### config.mk
export PLATFORM = sky130hd
export DESIGN_NAME = pwm_ramp_ctrl_flat
export DESIGN_NICKNAME = d
export VERILOG_FILES = /design/src/rtl/pwm_ramp_ctrl_if.sv /design/src/rtl/pwm_ramp_ctrl.sv /design/src/flat_wrapper.sv
export SDC_FILE = /design/constraint.sdc
export NUM_CORES = 1
export LEC_CHECK = 0
export CORE_MARGIN = 4
export CORE_UTILIZATION = 40
export DETAILED_ROUTE_END_ITERATION = 10
export GPL_ROUTABILITY_DRIVEN = 0
export PLACE_DENSITY_LB_ADDON = 0.3
export SLEW_MARGIN = 20
export SYNTH_ARGS = -nofsm -noshare
export SYNTH_HDL_FRONTEND = slang
export SYNTH_SLANG_ARGS = --single-unit
### constraint.sdc
create_clock -name clk -period 6.9 [get_ports clk]
set_clock_uncertainty 0.05 [all_clocks]
set_input_delay 1.035 -clock clk [delete_from_list [all_inputs] [get_ports clk]]
set_output_delay 1.035 -clock clk [all_outputs]
set_load 0.05 [all_outputs]
### src/rtl/pwm_ramp_ctrl_if.sv
// Command channel of the PWM ramp controller: valid/ready handshake
// carrying the ramp target, step size and per-update hold count.
interface pwm_ramp_ctrl_if;
    logic       cmd_valid;
    logic       cmd_ready;
    logic [7:0] cmd_target;
    logic [7:0] cmd_step;
    logic [7:0] cmd_hold;

    modport master (
        output cmd_valid, cmd_target, cmd_step, cmd_hold,
        input  cmd_ready
    );

    modport slave (
        input  cmd_valid, cmd_target, cmd_step, cmd_hold,
        output cmd_ready
    );
endinterface

### src/rtl/pwm_ramp_ctrl.sv
// PWM duty ramp sequencer. Runs a period counter matching the PWM
// generator, accepts ramp commands and walks duty_out toward the target
// in saturating steps, changing duty only on the edge where the period
// counter wraps so the PWM never sees a mid-period duty change.
module pwm_ramp_ctrl #(
    parameter int         PERIOD_BITS = 17,
    parameter logic [7:0] INIT_DUTY   = 8'd0
) (
    input  logic                  clk,
    input  logic                  reset,
    pwm_ramp_ctrl_if.slave        cmd,
    input  logic                  abort,
    output logic [7:0]            duty_out,
    output logic                  period_end,
    output logic                  busy,
    output logic                  done
);

    typedef enum logic {IDLE = 1'b0, RAMP = 1'b1} state_t;

    state_t                 state_q, state_d;
    logic [PERIOD_BITS-1:0] cnt_q;
    logic [7:0]             duty_q, duty_d;
    logic [7:0]             tgt_q, tgt_d;
    logic [7:0]             step_q, step_d;
    logic [7:0]             hold_q, hold_d;
    logic [7:0]             hc_q, hc_d;
    logic                   done_q, done_d;

    logic [8:0]             sum9, dif9;
    logic [7:0]             duty_nxt;

    // Free-running period counter; wraps naturally at all-ones.
    always_ff @(posedge clk or posedge reset) begin
        if (reset) cnt_q <= '0;
        else       cnt_q <= cnt_q + PERIOD_BITS'(1);
    end

    assign period_end = &cnt_q;

    // Next duty value, computed in 9 bits so the step can neither
    // overshoot the target nor wrap through 0 or 255.
    always_comb begin
        sum9 = {1'b0, duty_q} + {1'b0, step_q};
        dif9 = {1'b0, duty_q} - {1'b0, step_q};
        if (tgt_q > duty_q)
            duty_nxt = (sum9 > {1'b0, tgt_q}) ? tgt_q : sum9[7:0];
        else
            duty_nxt = (dif9[8] || (dif9[7:0] < tgt_q)) ? tgt_q : dif9[7:0];
    end

    // State and datapath registers.
    always_ff @(posedge clk or posedge reset) begin
        if (reset) begin
            state_q <= IDLE;
            duty_q  <= INIT_DUTY;
            tgt_q   <= '0;
            step_q  <= 8'd1;
            hold_q  <= '0;
            hc_q    <= '0;
            done_q  <= 1'b0;
        end else begin
            state_q <= state_d;
            duty_q  <= duty_d;
            tgt_q   <= tgt_d;
            step_q  <= step_d;
            hold_q  <= hold_d;
            hc_q    <= hc_d;
            done_q  <= done_d;
        end
    end

    // Next-state logic: command acceptance in IDLE, paced stepping in RAMP.
    // abort takes priority over a coincident period boundary.
    always_comb begin
        state_d = state_q;
        duty_d  = duty_q;
        tgt_d   = tgt_q;
        step_d  = step_q;
        hold_d  = hold_q;
        hc_d    = hc_q;
        done_d  = 1'b0;
        case (state_q)
            IDLE: begin
                if (cmd.cmd_valid) begin
                    tgt_d  = cmd.cmd_target;
                    step_d = (cmd.cmd_step == 8'd0) ? 8'd1 : cmd.cmd_step;
                    hold_d = cmd.cmd_hold;
                    hc_d   = '0;
                    if (cmd.cmd_target == duty_q) done_d  = 1'b1;
                    else                          state_d = RAMP;
                end
            end
            RAMP: begin
                if (abort) begin
                    state_d = IDLE;
                end else if (period_end) begin
                    if (hc_q != 8'd0) begin
                        hc_d = hc_q - 8'd1;
                    end else begin
                        hc_d   = hold_q;
                        duty_d = duty_nxt;
                        if (duty_nxt == tgt_q) begin
                            state_d = IDLE;
                            done_d  = 1'b1;
                        end
                    end
                end
            end
            default: state_d = IDLE;
        endcase
    end

    assign cmd.cmd_ready = (state_q == IDLE);
    assign busy          = (state_q == RAMP);
    assign duty_out      = duty_q;
    assign done          = done_q;

endmodule

### src/flat_wrapper.sv
// flat-port wrapper written by rule: the top's interface ports become plain ports
module pwm_ramp_ctrl_flat 
#(
    parameter int         PERIOD_BITS = 17,
    parameter logic [7:0] INIT_DUTY   = 8'd0
)
  (clk, reset, abort, duty_out, period_end, busy, done, cmd_cmd_valid, cmd_cmd_target, cmd_cmd_step, cmd_cmd_hold, cmd_cmd_ready);
  pwm_ramp_ctrl_if cmd_i ();
  input  logic clk;
  input  logic reset;
  input  logic abort;
  output logic [7:0] duty_out;
  output logic period_end;
  output logic busy;
  output logic done;
  input wire logic [$bits(cmd_i.cmd_valid)-1:0] cmd_cmd_valid;
  input wire logic [$bits(cmd_i.cmd_target)-1:0] cmd_cmd_target;
  input wire logic [$bits(cmd_i.cmd_step)-1:0] cmd_cmd_step;
  input wire logic [$bits(cmd_i.cmd_hold)-1:0] cmd_cmd_hold;
  output wire logic [$bits(cmd_i.cmd_ready)-1:0] cmd_cmd_ready;
  assign cmd_i.cmd_valid = cmd_cmd_valid;
  assign cmd_i.cmd_target = cmd_cmd_target;
  assign cmd_i.cmd_step = cmd_cmd_step;
  assign cmd_i.cmd_hold = cmd_cmd_hold;
  assign cmd_cmd_ready = cmd_i.cmd_ready;
  pwm_ramp_ctrl #(.PERIOD_BITS(PERIOD_BITS), .INIT_DUTY(INIT_DUTY)) u_core (.clk(clk), .reset(reset), .cmd(cmd_i), .abort(abort), .duty_out(duty_out), .period_end(period_end), .busy(busy), .done(done));
endmodule
# Word-level counts from Yosys, hierarchy flattened
# Cells that the tools add are included.
[totals]
ff_bits = 59
inputBits = 28
out_inout_bits = 12
[classes]
add_sub_neg = 4
n_lt_le_gt_ge = 3
eq_ne = 5
muxes = 23
bitwise_logic = 3
reduce_logical = 7
[op_table]
columns = ["cell", "count"]
rows = [
  ["$mux W8", 8],
  ["$reduce_and A20 Y1", 1],
  ["$add A17 B1 Y17 const B", 1],
  ["$reduce_and A17 Y1", 1],
  ["$eq A8 B8 Y1", 2],
  ["$pmux W8 S2", 1],
  ["$mux W1", 12],
  ["$add A8 B8 Y9", 1],
  ["$gt A9 B8 Y1", 1],
  ["$sub A8 B8 Y9", 1],
  ["$gt A8 B8 Y1", 1],
  ["$logic_not A8 Y1", 1],
  ["$lt A8 B8 Y1", 1],
  ["$reduce_bool A8 Y1", 1],
  ["$sub A8 B1 Y8 const B", 1],
  ["$ne A2 B2 Y1 const B", 3],
  ["$pmux W1 S2", 2],
  ["$not A1 Y1", 3],
  ["$reduce_and A3 Y1", 1],
  ["$reduce_and A2 Y1", 1],
  ["$logic_or A1 B1 Y1", 1],
]

# Logic depth before layout (Yosys ltp)
[depth]
depth_word = 11
depth_mapped = 16
mapped_depth_nobuf = 16

# Worst setup path before layout
# OpenSTA, ideal clock, no wires.
[synth_timing]
path_kind = "reg-to-reg"
from = "register u_core.duty_q[1], in the netlist u_core.duty_out[1]"
to = "register u_core.state_q, in the netlist u_core.busy"
setup_ps = 119
arrival_ps = 3937
required_time_ps = 6731
slack_ps = 2794
stages_incl_launch_ff = 16
path_buffers = 0
path_cell_list = "dfrtp_1 ha_1 nor2b_1 o211ai_1 a21oi_1 o41ai_1 xnor2_1 ha_1 and4_1 o311a_1 a2111oi_2 a21oi_1 and2_1 a221oi_1 o2111ai_1 a21bo_1"
[synth_via]
elab_chain_len = 11
[synth_rtl]
columns = ["element", "line", "source"]
rows = [
  ["start, declared", "pwm_ramp_ctrl.sv:23", "logic [7:0] duty_q, duty_d;"],
  ["start signal, assigned", "pwm_ramp_ctrl.sv:64", "duty_q <= duty_d;"],
  ["$sub A8 B8 Y9", "pwm_ramp_ctrl.sv:45", "dif9 = {1'b0, duty_q} - {1'b0, step_q};"],
  ["$lt A8 B8 Y1", "pwm_ramp_ctrl.sv:49", "duty_nxt = (dif9[8] || (dif9[7:0] < tgt_q)) ? tgt_q : dif9[7:0];"],
  ["$logic_or A1 B1 Y1", "pwm_ramp_ctrl.sv:49", ""],
  ["$mux W8", "pwm_ramp_ctrl.sv:49", ""],
  ["$mux W8", "pwm_ramp_ctrl.sv:46", "if (tgt_q > duty_q)"],
  ["$eq A8 B8 Y1", "pwm_ramp_ctrl.sv:103", "if (duty_nxt == tgt_q) begin"],
  ["$mux W1", "pwm_ramp_ctrl.sv:103", ""],
  ["$mux W1", "pwm_ramp_ctrl.sv:98", "if (hc_q != 8'd0) begin"],
  ["$mux W1", "pwm_ramp_ctrl.sv:97", "end else if (period_end) begin"],
  ["$mux W1", "pwm_ramp_ctrl.sv:95", "if (abort) begin"],
  ["$pmux W1 S2 (*)", "pwm_ramp_ctrl.sv:83", "case (state_q)"],
  ["via u_core.state_d", "pwm_ramp_ctrl.sv:21", "state_t state_q, state_d;"],
  ["end signal, assigned", "pwm_ramp_ctrl.sv:63", "state_q <= state_d;"],
  ["end, declared", "pwm_ramp_ctrl.sv:21", ""],
]
# Mark *: on every way through the listed nets, which the timed path passes. The rest lies on a longest branch.
# A chain may end at the register's enable or synchronous reset.

# Worst setup path after layout
# Ends and elaborated chain as after synthesis.

==> impl_metrics.toml <==
[floorplanning]
initial_utilization = 0.413
core_area_sq_um = 10400
die_width_um = 111
dieArea_sq_um = 12400
fp-row-count = 37
die_h_um = 111
ios = 40

[cells_and_area]
drive_gt1_frac = 0.0659
diodes = 0
final_area_sq_um = 4990
utilization = 0.482
synthToLayoutAreaGrowth_pct = 16.7
fin_nets = 599

[detailed_routing]
drt_iter0_drc = 170
final_antenna_net_count = 0
drc_errors = 0
vias = 3645
wirelength_mm = 10.8
viasPerCell = 5.46
wl_per_cell_um = 16.1
drt_pre_antenna_iters = 5

[synth]
syn-instance-count = 489
yosys_warnings = 0
synth_area_sq_um = 4280
ys.flop_type = "dfrtp_1"
synth-edff-count = 0
ys_seq_area_frac = 0.345
synth-seq-cells = 59
synth_cell_types = 61
syn-num-nets = 562
synth.avg_cell_area_sq_um = 8.75
async_flop_share = 1.00

[placed_design]
port_buffers = 39
post-place-ws_ns = 2.55
dpl.hpwl_mm = 8.11
placed_area_sq_um = 4780

[global_routing]
grt_pass1_vias = 3748
met3_usage = 0.0451
grt_use_total = 0.177
use_met1 = 0.218
grt_util_met2 = 0.294
grt.busiest_layer = "met2"
antenna_found_initial = 0
grt_max_degree = 60
grt_pass1_wl_mm = 17.9
grt_overflow_total = 0

[flow_run]
maxCapViolCount = 0

[cts]
clkTransAtPathRegs_ns = 0.08
cts_tree = "done"
cts_buffer_depth = 2
clock-sinks = 59
h-tree-depth = 3
clk_latency_ns = 0.35
cts_hold_buf = 0
cts_root_buf = "clkbuf_8"
postCtsSetupRepairBufs = 0
ctsResizeCount = 0
cts_buffers = 9

[setup_path]
worstPathArrival_ns = 4.61
end_kind = "flip-flop"
crit_type = "reg -> reg"
cpPeakStageDelay_ns = 0.52
cp.required_ns = 7.10
worst_path_max_delay_cell = "dfrtp_1"
cp_num_buf_inv = 0
path_cells = "ha_1, nor2b_1, o211ai_1, a21oi_1, o41ai_1, xnor2_1, ha_1, and4_1, o311a_1, a2111oi_2, a21oi_1, and2_1, a221oi_1, o2111ai_1, a21bo_1"
critical-path-top-delay-family = "compound AO/OA/AOI/OAI gates"
crit_fanout = 8
worst_setup_path_start_kind = "flip-flop"

[timing]
max_freq_mhz = 227
worst_slew_pin_slew_ns = 0.888
grt_setup_unrepaired = "false"
slew_headroom = 0.406
setup_violations = 0
drv_slew = 0
min_period_over_period = 0.639
fin_crit_ns = 4.41
layout_setup_ws_ns = 2.49
hold_viol_final = 0
tns_ns = 0

[run_status]
outcome = "complete, no violations"

[min_path]
worstHoldPathType = "reg -> reg"

[power]
pwr_density_cell_nw_per_um2 = 381
vdd_ir_drop_max_mv = 0.262
power_leakage_nw = 2.27
[cells in the mapped netlist, types with 2 or more instances]
library cell | n | area, sq um
xnor2_1 | 28 | 245
and3_1 | 6 | 37.5
o21a_1 | 2 | 15.0
buf_6 | 2 | 22.5
o22a_1 | 3 | 26.3
o31ai_1 | 5 | 37.5
or4_1 | 2 | 15.0
nor4_1 | 5 | 31.3
inv_2 | 2 | 7.51
clkbuf_1 | 11 | 41.3
nor2_1 | 31 | 116
xnor2_2 | 2 | 32.5
a31oi_1 | 2 | 12.5
a21o_1 | 5 | 37.5
a211oi_1 | 2 | 15.0
nor2b_1 | 7 | 43.8
nand4_1 | 6 | 37.5
a21boi_0 | 2 | 15.0
o41ai_1 | 2 | 17.5
and4_1 | 2 | 17.5
a22o_1 | 2 | 17.5
o22ai_1 | 7 | 43.8
nor3_1 | 9 | 45.0
o2111ai_1 | 2 | 17.5
nand2b_1 | 3 | 18.8
a221oi_2 | 2 | 30.0
dfrtp_1 | 58 | 1450
o21ai_0 | 40 | 200
o211ai_1 | 2 | 15.0
xor2_1 | 15 | 131
nand3_1 | 14 | 70.1
or3_1 | 3 | 18.8
ha_1 | 43 | 538
and2_1 | 3 | 18.8
a22oi_1 | 3 | 22.5
nand2_1 | 62 | 233
inv_1 | 37 | 139
fa_1 | 2 | 40.0
a21oi_1 | 33 | 165
[per-layer routing]
metal | up-vias | wire length, um
li1 | 1783 | -
met5 | - | 0
met2 | 107 | 5090
met3 | 33 | 518
met1 | 1722 | 4780
met4 | 0 | 370
[power by group]
part	switching [mW]	total, mW	leakage [nW]	internal, mW
Sequential	0.0736	0.492	0.767	0.418
Clock	0.152	0.340	0.109	0.188
Combinational	0.632	1.07	1.40	0.436
[kinds of logic after synthesis]
family	synth area share
mux	0.00497
flops	0.345
xor+xnor	0.0956
compound gates	0.194
buf+inv	0.0520
simple gates	0.170
fa+ha+maj	0.137
[path summary, 6_finish.rpt]
check / from / end / slack (ns) / depth (start not counted)
max in group asynchronous: reset / u_core.step_q[6] / 5.14 / 3
worst max register to register: u_core.duty_out[1] / u_core.busy / 2.49 / 15
worst max-delay path: u_core.duty_out[1] / u_core.busy / 2.49 / 15
min in group asynchronous: reset / u_core.tgt_q[0] / 1.16 / 3
worst min register to register: u_core.cnt_q[8] / u_core.cnt_q[8] / 0.41 / 1
worst min-delay path: u_core.cnt_q[8] / u_core.cnt_q[8] / 0.41 / 1
[registers in the layout (all words and copies together), names as in the netlist]
name and count:
u_core.cnt_q 17, u_core.duty_out 8, u_core.hc_q 8, u_core.hold_q 8, u_core.step_q 8, u_core.tgt_q 8
u_core.busy 1, u_core.done 1
[cell type report]
cell class,count,area [sq um]
well taps,136,170
multi-input cells,376,2580
fillers,1000,5380
clock inverters,5,61.3
repair buffers,41,405
flip-flops and latches,59,1480
clock buffers,11,151
inverters,39,146
[stage by stage]
stage          instances  hold slack [ns]  power [mW]
2_1_floorplan        489            0.387        1.29
3_3_place_gp         651            0.406        1.53
3_5_place_dp         651            0.404        1.54
4_1_cts              667            0.419        1.90
5_1_grt              667            0.449        2.06
6_report             667            0.414        1.90
[layout by cell type (no fill, tap or decap), drive strengths merged, types with 7 or more instances in the layout]
master	count
ha	43
nor2b	7
xor2	15
dfrtp	58
o21ai	40
o22ai	7
nand3	14
clkdlybuf4s50	39
clkbuf	11
inv	39
a21oi	33
nand2	62
xnor2	30
nor3	9
nor2	32
[worst register-to-register path, stage by stage, from the launching register on]
cell	delay [ns]
dfrtp_1	0.52
ha_1	0.41
nor2b_1	0.18
o211ai_1	0.21
a21oi_1	0.13
o41ai_1	0.36
xnor2_1	0.29
ha_1	0.33
and4_1	0.24
o311a_1	0.12
a2111oi_2	0.42
a21oi_1	0.12
and2_1	0.24
a221oi_1	0.25
o2111ai_1	0.19
a21bo_1	0.26
(Power assumes the default switching activity.)
